$ cat config.mk
export PLATFORM = sky130hd
export DESIGN_NAME = div_seq
export DESIGN_NICKNAME = d
export VERILOG_FILES = /design/src/rtl/div_seq.sv
export SDC_FILE = /design/constraint.sdc
export NUM_CORES = 1
export LEC_CHECK = 0
export ABC_CLOCK_PERIOD_IN_PS = 3930
export CELL_PAD_IN_SITES_DETAIL_PLACEMENT = 0
export CELL_PAD_IN_SITES_GLOBAL_PLACEMENT = 1
export CORE_ASPECT_RATIO = 1.5
export CORE_MARGIN = 5
export CORE_UTILIZATION = 43
export DETAILED_ROUTE_END_ITERATION = 8
export PLACE_DENSITY = 0.87
export SETUP_SLACK_MARGIN = 0.3
export SYNTH_ARGS = -nofsm -noshare
export SYNTH_HDL_FRONTEND = slang
export SYNTH_SLANG_ARGS = --single-unit
$ cat constraint.sdc
create_clock -name clk -period 3.93 [get_ports clk]
set_input_delay 0.5895 -clock clk [delete_from_list [all_inputs] [get_ports clk]]
set_output_delay 0.5895 -clock clk [all_outputs]
set_load 0.02 [all_outputs]
$ cat src/rtl/div_seq.sv
// Sequential restoring divider: one quotient bit per RUN cycle, results held
// in output registers until the next completion or reset.
module div_seq #(
    parameter int SIZE = 4
) (
    input  logic            clk,
    input  logic            rst_n,
    input  logic            start,
    input  logic [SIZE-1:0] A,
    input  logic [SIZE-1:0] B,
    output logic [SIZE-1:0] Q,
    output logic [SIZE-1:0] R,
    output logic            busy,
    output logic            done,
    output logic            dbz,
    output logic [1:0]      dbg_state
);

    localparam int CW = $clog2(SIZE + 1);

    typedef enum logic [1:0] {
        IDLE = 2'd0,
        RUN  = 2'd1,
        DONE = 2'd2
    } state_t;

    // Handshake: start is a one-cycle request taken only while busy=0; done is a
    // one-cycle pulse during which Q/R/dbz are valid (and they stay valid after).

    state_t          state_q, state_d;
    logic [SIZE-1:0] rem_q, rem_d;
    logic [SIZE-1:0] quo_q, quo_d;
    logic [SIZE-1:0] b_q, b_d;
    logic [CW-1:0]   cnt_q, cnt_d;
    logic [SIZE-1:0] q_q, q_d;
    logic [SIZE-1:0] r_q, r_d;
    logic            dbz_q, dbz_d;

    logic            accept;
    logic [SIZE:0]   rem_sh;
    logic [SIZE:0]   trial;
    logic [SIZE-1:0] rem_nx;
    logic [SIZE-1:0] quo_nx;

    always_comb begin
        state_d = state_q;
        rem_d   = rem_q;
        quo_d   = quo_q;
        b_d     = b_q;
        cnt_d   = cnt_q;
        q_d     = q_q;
        r_d     = r_q;
        dbz_d   = dbz_q;

        accept  = start && (state_q != RUN);

        // The shifted remainder needs SIZE+1 bits; the top bit of trial is the borrow.
        rem_sh  = {rem_q, quo_q[SIZE-1]};
        trial   = rem_sh - {1'b0, b_q};
        if (trial[SIZE]) begin
            rem_nx = rem_sh[SIZE-1:0];
            quo_nx = {quo_q[SIZE-2:0], 1'b0};
        end else begin
            rem_nx = trial[SIZE-1:0];
            quo_nx = {quo_q[SIZE-2:0], 1'b1};
        end

        case (state_q)
            RUN: begin
                rem_d = rem_nx;
                quo_d = quo_nx;
                cnt_d = cnt_q + CW'(1);
                if (cnt_q == CW'(SIZE - 1)) begin
                    state_d = DONE;
                    q_d     = quo_nx;
                    r_d     = rem_nx;
                    dbz_d   = 1'b0;
                end
            end
            default: state_d = IDLE;
        endcase

        if (accept) begin
            b_d   = B;
            cnt_d = '0;
            if (B == '0) begin
                state_d = DONE;
                rem_d   = '0;
                quo_d   = '0;
                q_d     = '1;
                r_d     = A;
                dbz_d   = 1'b1;
            end else begin
                state_d = RUN;
                rem_d   = '0;
                quo_d   = A;
            end
        end
    end

    always_ff @(posedge clk or negedge rst_n) begin
        if (!rst_n) begin
            state_q <= IDLE;
            rem_q   <= '0;
            quo_q   <= '0;
            b_q     <= '0;
            cnt_q   <= '0;
            q_q     <= '0;
            r_q     <= '0;
            dbz_q   <= 1'b0;
        end else begin
            state_q <= state_d;
            rem_q   <= rem_d;
            quo_q   <= quo_d;
            b_q     <= b_d;
            cnt_q   <= cnt_d;
            q_q     <= q_d;
            r_q     <= r_d;
            dbz_q   <= dbz_d;
        end
    end

    assign Q         = q_q;
    assign R         = r_q;
    assign dbz       = dbz_q;
    assign busy      = (state_q == RUN);
    assign done      = (state_q == DONE);
    assign dbg_state = state_q;

endmodule
==> results of run 1 <==
## final cells by class
cell class | instances | area share
Clock buffer | 4 | 0.0344
Inverter | 9 | 0.0289
Timing Repair Buffer | 24 | 0.148
Multi-Input combinational cell | 78 | 0.352
Tap cell | 39 | 0.0305
Sequential cell | 26 | 0.406
## kinds of logic after synthesis
group,after synthesis
flops,26
buf+inv,14
fa+ha+maj,7
mux,8
xor+xnor,3
compound gates,32
simple gates,28
## path summary, 6_finish.rpt
check,end,startpoint,slack (ns)
min in group asynchronous,R[3],rst_n,0.67
max in group asynchronous,dbg_state[1],rst_n,3.01
min reg2reg,Q[1],Q[1],0.49
min,Q[1],Q[1],0.49
max reg2reg,R[1],quo_q[3],1.58
max,busy,dbg_state[1],1.30
## per-layer routing
metal / routed length [µm] / up-vias
li1: - / 461
met1: 1050 / 460
met2: 1420 / 22
met3: 99 / 9
met4: 99 / 0
met5: 0 / -
## through the flow
step                      total power (W)  cell area (µm²)   util
after CTS                         0.00143             1600  0.550
after floorplan                   0.00103             1300      -
after global placement            0.00123             1550  0.531
final                             0.00142             1600  0.550
after detailed placement          0.00126             1550  0.531
after global routing              0.00152             1600  0.550
## cell usage in the layout, fill, tap and decap left out, types with 3 or more instances in the layout
cell             count
mux2_2               4
a21oi_1              6
clkdlybuf4s50_1     23
clkbuf_8             4
dfrtp_1             26
o22a_1               4
nand3_1              8
a22oi_1              3
inv_1                7
o21ai_0              4
nand2_1              9
o21ai_1             11
and3_1               4
ha_1                 6
## critical path, cell delays in order, from the launching register on
cell and delay (ns):
dfrtp_1 0.38, nand2b_1 0.49, inv_8 0.26, clkdlybuf4s50_1 0.64
## report_power, final
group / switching, W / internal (W)
Combinational: 0.000427 / 0.000349
Clock: 0.0000802 / 0.0000895
Sequential: 0.0000786 / 0.000395
Total: 0.000586 / 0.000833
## registers in the layout, summed over array words and instances, names as in the netlist
name / cells
Q: 4
R: 4
b_q: 4
quo_q: 4
rem_q: 4
cnt_q: 3
dbg_state: 2
dbz: 1
==> impl_metrics.env, run 1 <==
export IMPL_synth_seq_cells=26
export IMPL_synth_top_family_by_area="compound AO/OA/AOI/OAI gates"
export IMPL_drt_wl_total_um=2680
export IMPL_p_per_area_nw_per_um2=886
export IMPL_synth_compound_area_frac=0.149
export IMPL_leakage_nw=0.702
export IMPL_clock_sinks=26
export IMPL_wl_per_cell_um=14.9
export IMPL_use_met1=0.157
export IMPL_syn_inst=118
export IMPL_avgSynthCellArea_um2=11.0
export IMPL_max_freq_mhz=380
export IMPL_grt_ovfl_total=0
export IMPL_critPathMaxFanout=17
export IMPL_finalCriticalPeriod_ns=2.63
export IMPL_ys_flop_type="dfrtp_1"
export IMPL_yosys_warnings=0
export IMPL_synth_edf_count=0
export IMPL_period_share=0.670
export IMPL_rsz0062_at_grt="false"
export IMPL_core_area_um2=2910
export IMPL_yosysUniqueCellTypes=32
export IMPL_start_kind="flop"
export IMPL_hold_slack_ns=0.490
export IMPL_ir_worst_vdd_mv=0.478
export IMPL_placedCellCount=176
export IMPL_cts_inserted_buffers=3
export IMPL_fin_skew_ns=0.00258
export IMPL_critPathKind="reg -> out"
export IMPL_cp_required_ns=3.34
export IMPL_ys_top_cells_by_area="dfrtp_1, ha_1, o21ai_1"
export IMPL_synthAdderAreaFrac=0.0731
export IMPL_cts_resized_gates=0
export IMPL_io_buffers=23
export IMPL_avgViaCountPerCell=5.29
export IMPL_grt_busiest_layer="met2"
export IMPL_async_reset_ff_frac=1.00
export IMPL_holdBufCountCts=0
export IMPL_die_w_um=54.9
export IMPL_netlist_area_um2=1300
export IMPL_r2r_worst_path_cells=8
export IMPL_initial_utilization=0.447
export IMPL_slew_viol_final=0
export IMPL_drtIter0Drc=21
export IMPL_grt_use_met3=0.0230
export IMPL_dp_hpwl_um=2120
export IMPL_drc=0
export IMPL_synth_area_leader_cell="dfrtp_1"
export IMPL_dp_worst_setup_slack_ns=1.45
export IMPL_grt_use_met2=0.233
export IMPL_syn_nets=136
export IMPL_worst_pin_slew_ns=0.760
export IMPL_die_area_um2=4250
export IMPL_max_slew_margin=0.493
export IMPL_yosysSeqAreaShare=0.500
export IMPL_fin_setup_tns_ns=0
export IMPL_antennaDiodeCount=0
export IMPL_min_path_type="reg -> reg"
export IMPL_yosys_area_share_simple=0.117
export IMPL_hold_path_depth=1
export IMPL_hold_viol=0
export IMPL_max_cap_violations=0
export IMPL_first_global_vias=964
export IMPL_yosysMostFrequentCell="dfrtp_1"
export IMPL_fin_cells=180
export IMPL_setup_violations=0
export IMPL_fill_cells=270
export IMPL_num_vias=952
export IMPL_layout_setup_ws_ns=1.30
export IMPL_synth_top_area_share=0.500
export IMPL_ant_nets=0
export IMPL_row_count=24
export IMPL_cts_reportedPaths_clkPinSlew_ns=0.09
export IMPL_grt_total_usage=0.140
export IMPL_endpoint_kind="output port"
export IMPL_die_height_um=77.4
export IMPL_drtPass1Iterations=4
export IMPL_drive_gt1_frac=0.106
export IMPL_worstPathArrival_ns=2.04
export IMPL_antenna_found_initial=0
export IMPL_clockRootBuffer="clkbuf_8"
export IMPL_synth_commonest_cells="dfrtp_1, o21ai_1, nand2_1"
export IMPL_io_pin_count=24
export IMPL_area_growth_synth_to_final_pct=23.1
export IMPL_clk_latency_ns=0.27
export IMPL_cts_tree="yes"
export IMPL_clockBufferDepth=2
export IMPL_htreeDepth=1
export IMPL_cts_setup_buffers=0
export IMPL_regArea_um2=651
export IMPL_synth_area_mux_share=0.0673
export IMPL_status="finished, final reports clean"
export IMPL_multi_input_area_um2=563
export IMPL_finalNetCount=160
export IMPL_gp_congestion=0.802
export IMPL_grt_max_degree=27
export IMPL_grt_pass1_wl_um=4350
export IMPL_synth_xor_area_frac=0.0260
Power figures use the tool's default switching activity.
==> run 2: changes to the inputs <==
ABC_CLOCK_PERIOD_IN_PS = 2200   (was 3930)
CORE_UTILIZATION = 36   (was 43)
PLACE_DENSITY = 0.78   (was 0.87)
clock period = 2.2 ns   (was 3.93 ns; I/O delays follow)
==> run 2 against run 1 <==
Compared with the run above: global-route usage shrank 1.5 points; cell count grew 5.6%; largest power group unchanged; combinational power grew 110%; clock power grew 130%; critical endpoint is now R[1]; non-clock buffer count grew 7; via count grew 5.4%; register-to-register slack lost 1.5 ns; first-iteration DRC count grew 29%; sequential power grew 83%; sequential cell count is the same; total power grew 110%.
==> impl_metrics.env, run 2 (synthesized netlist as in run 1, its figures left out) <==
export IMPL_clockBufferDepth=2
export IMPL_cts_tree="yes"
export IMPL_rsz0062_at_grt="true"
export IMPL_io_buffers=23
export IMPL_avgViaCountPerCell=5.28
export IMPL_hold_viol=0
export IMPL_core_area_um2=3450
export IMPL_clock_sinks=26
export IMPL_regArea_um2=651
export IMPL_placedCellCount=183
export IMPL_period_share=0.953
export IMPL_die_height_um=83.6
export IMPL_cts_inserted_buffers=3
export IMPL_ir_worst_vdd_mv=1.11
export IMPL_row_count=26
export IMPL_slew_viol_final=0
export IMPL_io_pin_count=24
export IMPL_dp_worst_setup_slack_ns=0.0292
export IMPL_cts_reportedPaths_clkPinSlew_ns=0.09
export IMPL_grt_ovfl_total=0
export IMPL_first_global_vias=1024
export IMPL_grt_pass1_wl_um=4820
export IMPL_crit_path_top_delay_cell="dfrtp_1"
export IMPL_drc=0
export IMPL_ant_nets=0
export IMPL_p_per_area_nw_per_um2=1680
export IMPL_drive_gt1_frac=0.216
export IMPL_max_slew_margin=0.762
export IMPL_min_path_type="in -> async"
export IMPL_finalCriticalPeriod_ns=2.10
export IMPL_fin_setup_tns_ns=0
export IMPL_htreeDepth=1
export IMPL_die_area_um2=4940
export IMPL_worstPathArrival_ns=2.30
export IMPL_finalNetCount=167
export IMPL_start_kind="flop"
export IMPL_die_w_um=59.1
export IMPL_status="finished, final reports clean"
export IMPL_fin_skew_ns=0.00162
export IMPL_clockRootBuffer="clkbuf_8"
export IMPL_drtIter0Drc=27
export IMPL_utilization=0.504
export IMPL_leakage_nw=0.768
export IMPL_layout_common_cells="dfrtp_1, clkdlybuf4s50_1, nand2_1"
export IMPL_multi_input_area_um2=627
export IMPL_layout_commonest_cell="dfrtp_1"
export IMPL_grt_max_degree=27
export IMPL_layout_setup_ws_ns=0.104
export IMPL_drtPass1Iterations=4
export IMPL_antennaDiodeCount=0
export IMPL_cp_num_buf_inv=0
export IMPL_fill_cells=331
export IMPL_antenna_found_initial=0
export IMPL_setup_violations=0
export IMPL_hold_slack_ns=0.418
export IMPL_grt_total_usage=0.124
export IMPL_fin_cells=190
export IMPL_critPathMaxStageDelay_ns=0.42
export IMPL_drt_wl_total_um=2900
export IMPL_dp_hpwl_um=2280
export IMPL_max_freq_mhz=477
export IMPL_clk_latency_ns=0.27
export IMPL_gp_congestion=0.764
export IMPL_path_cells="ha_4 -> fa_2 -> nand2b_4 -> a21oi_4 -> xor2_4 -> mux2_4 -> a31oi_1"
export IMPL_max_cap_violations=0
export IMPL_cp_required_ns=2.40
export IMPL_area_growth_synth_to_final_pct=33.5
export IMPL_crit_family="adder cells"
export IMPL_wl_per_cell_um=15.3
export IMPL_worst_pin_slew_ns=0.356
export IMPL_critPathKind="reg -> reg"
export IMPL_critPathMaxFanout=5
export IMPL_num_vias=1003
export IMPL_endpoint_kind="flop"
export IMPL_initial_utilization=0.377
run 2: timing repair:
item                                    4_1_cts  5_1_grt
pin swaps                                     2        0
hold buffers                                  0        0
endpoints found under the setup margin        9       10
resized for setup                             6        0
setup buffers                                 1        2
run 2: worst paths after layout:
path / slack (ns) / startpoint / end / depth (start not counted)
hold reg to reg: 0.50 / Q[1] / Q[1] / 1
hold / removal: 0.42 / rst_n / cnt_q[2] / 2
setup / recovery: 0.10 / b_q[0] / R[1] / 7
min in group clk: 0.50 / Q[1] / Q[1] / 1
max in group asynchronous: 1.53 / rst_n / quo_q[3] / 2
setup reg to reg: 0.10 / b_q[0] / R[1] / 7
run 2: per-stage QoR:
stage,total power [W],cell area (µm²)
after CTS,0.00293,1720
after global placement,0.00241,1620
after global routing,0.00314,1740
final,0.00291,1740
after detailed placement,0.00245,1620
after floorplan,0.00201,1340
run 2: layout make-up:
class | count | share of cell area
Clock buffer | 3 | 0.0238
Clock inverter | 1 | 0.0173
Inverter | 9 | 0.0267
Multi-Input combinational cell | 78 | 0.361
Sequential cell | 26 | 0.375
Tap cell | 42 | 0.0303
Timing Repair Buffer | 31 | 0.166
run 2: where the power goes:
part	total [W]	internal, W	switching, W
Sequential	0.000866	0.000705	0.000161
Clock	0.000398	0.000243	0.000155
Combinational	0.00165	0.000805	0.000845
run 2: per-layer routing:
layer  vias up  share of wire  global-route usage
met5         -              0                   0
met4         0          0.012              0.0371
met3         4          0.048              0.0217
met2        22           0.55               0.226
met1       499           0.39               0.142
li1        478              -                   -
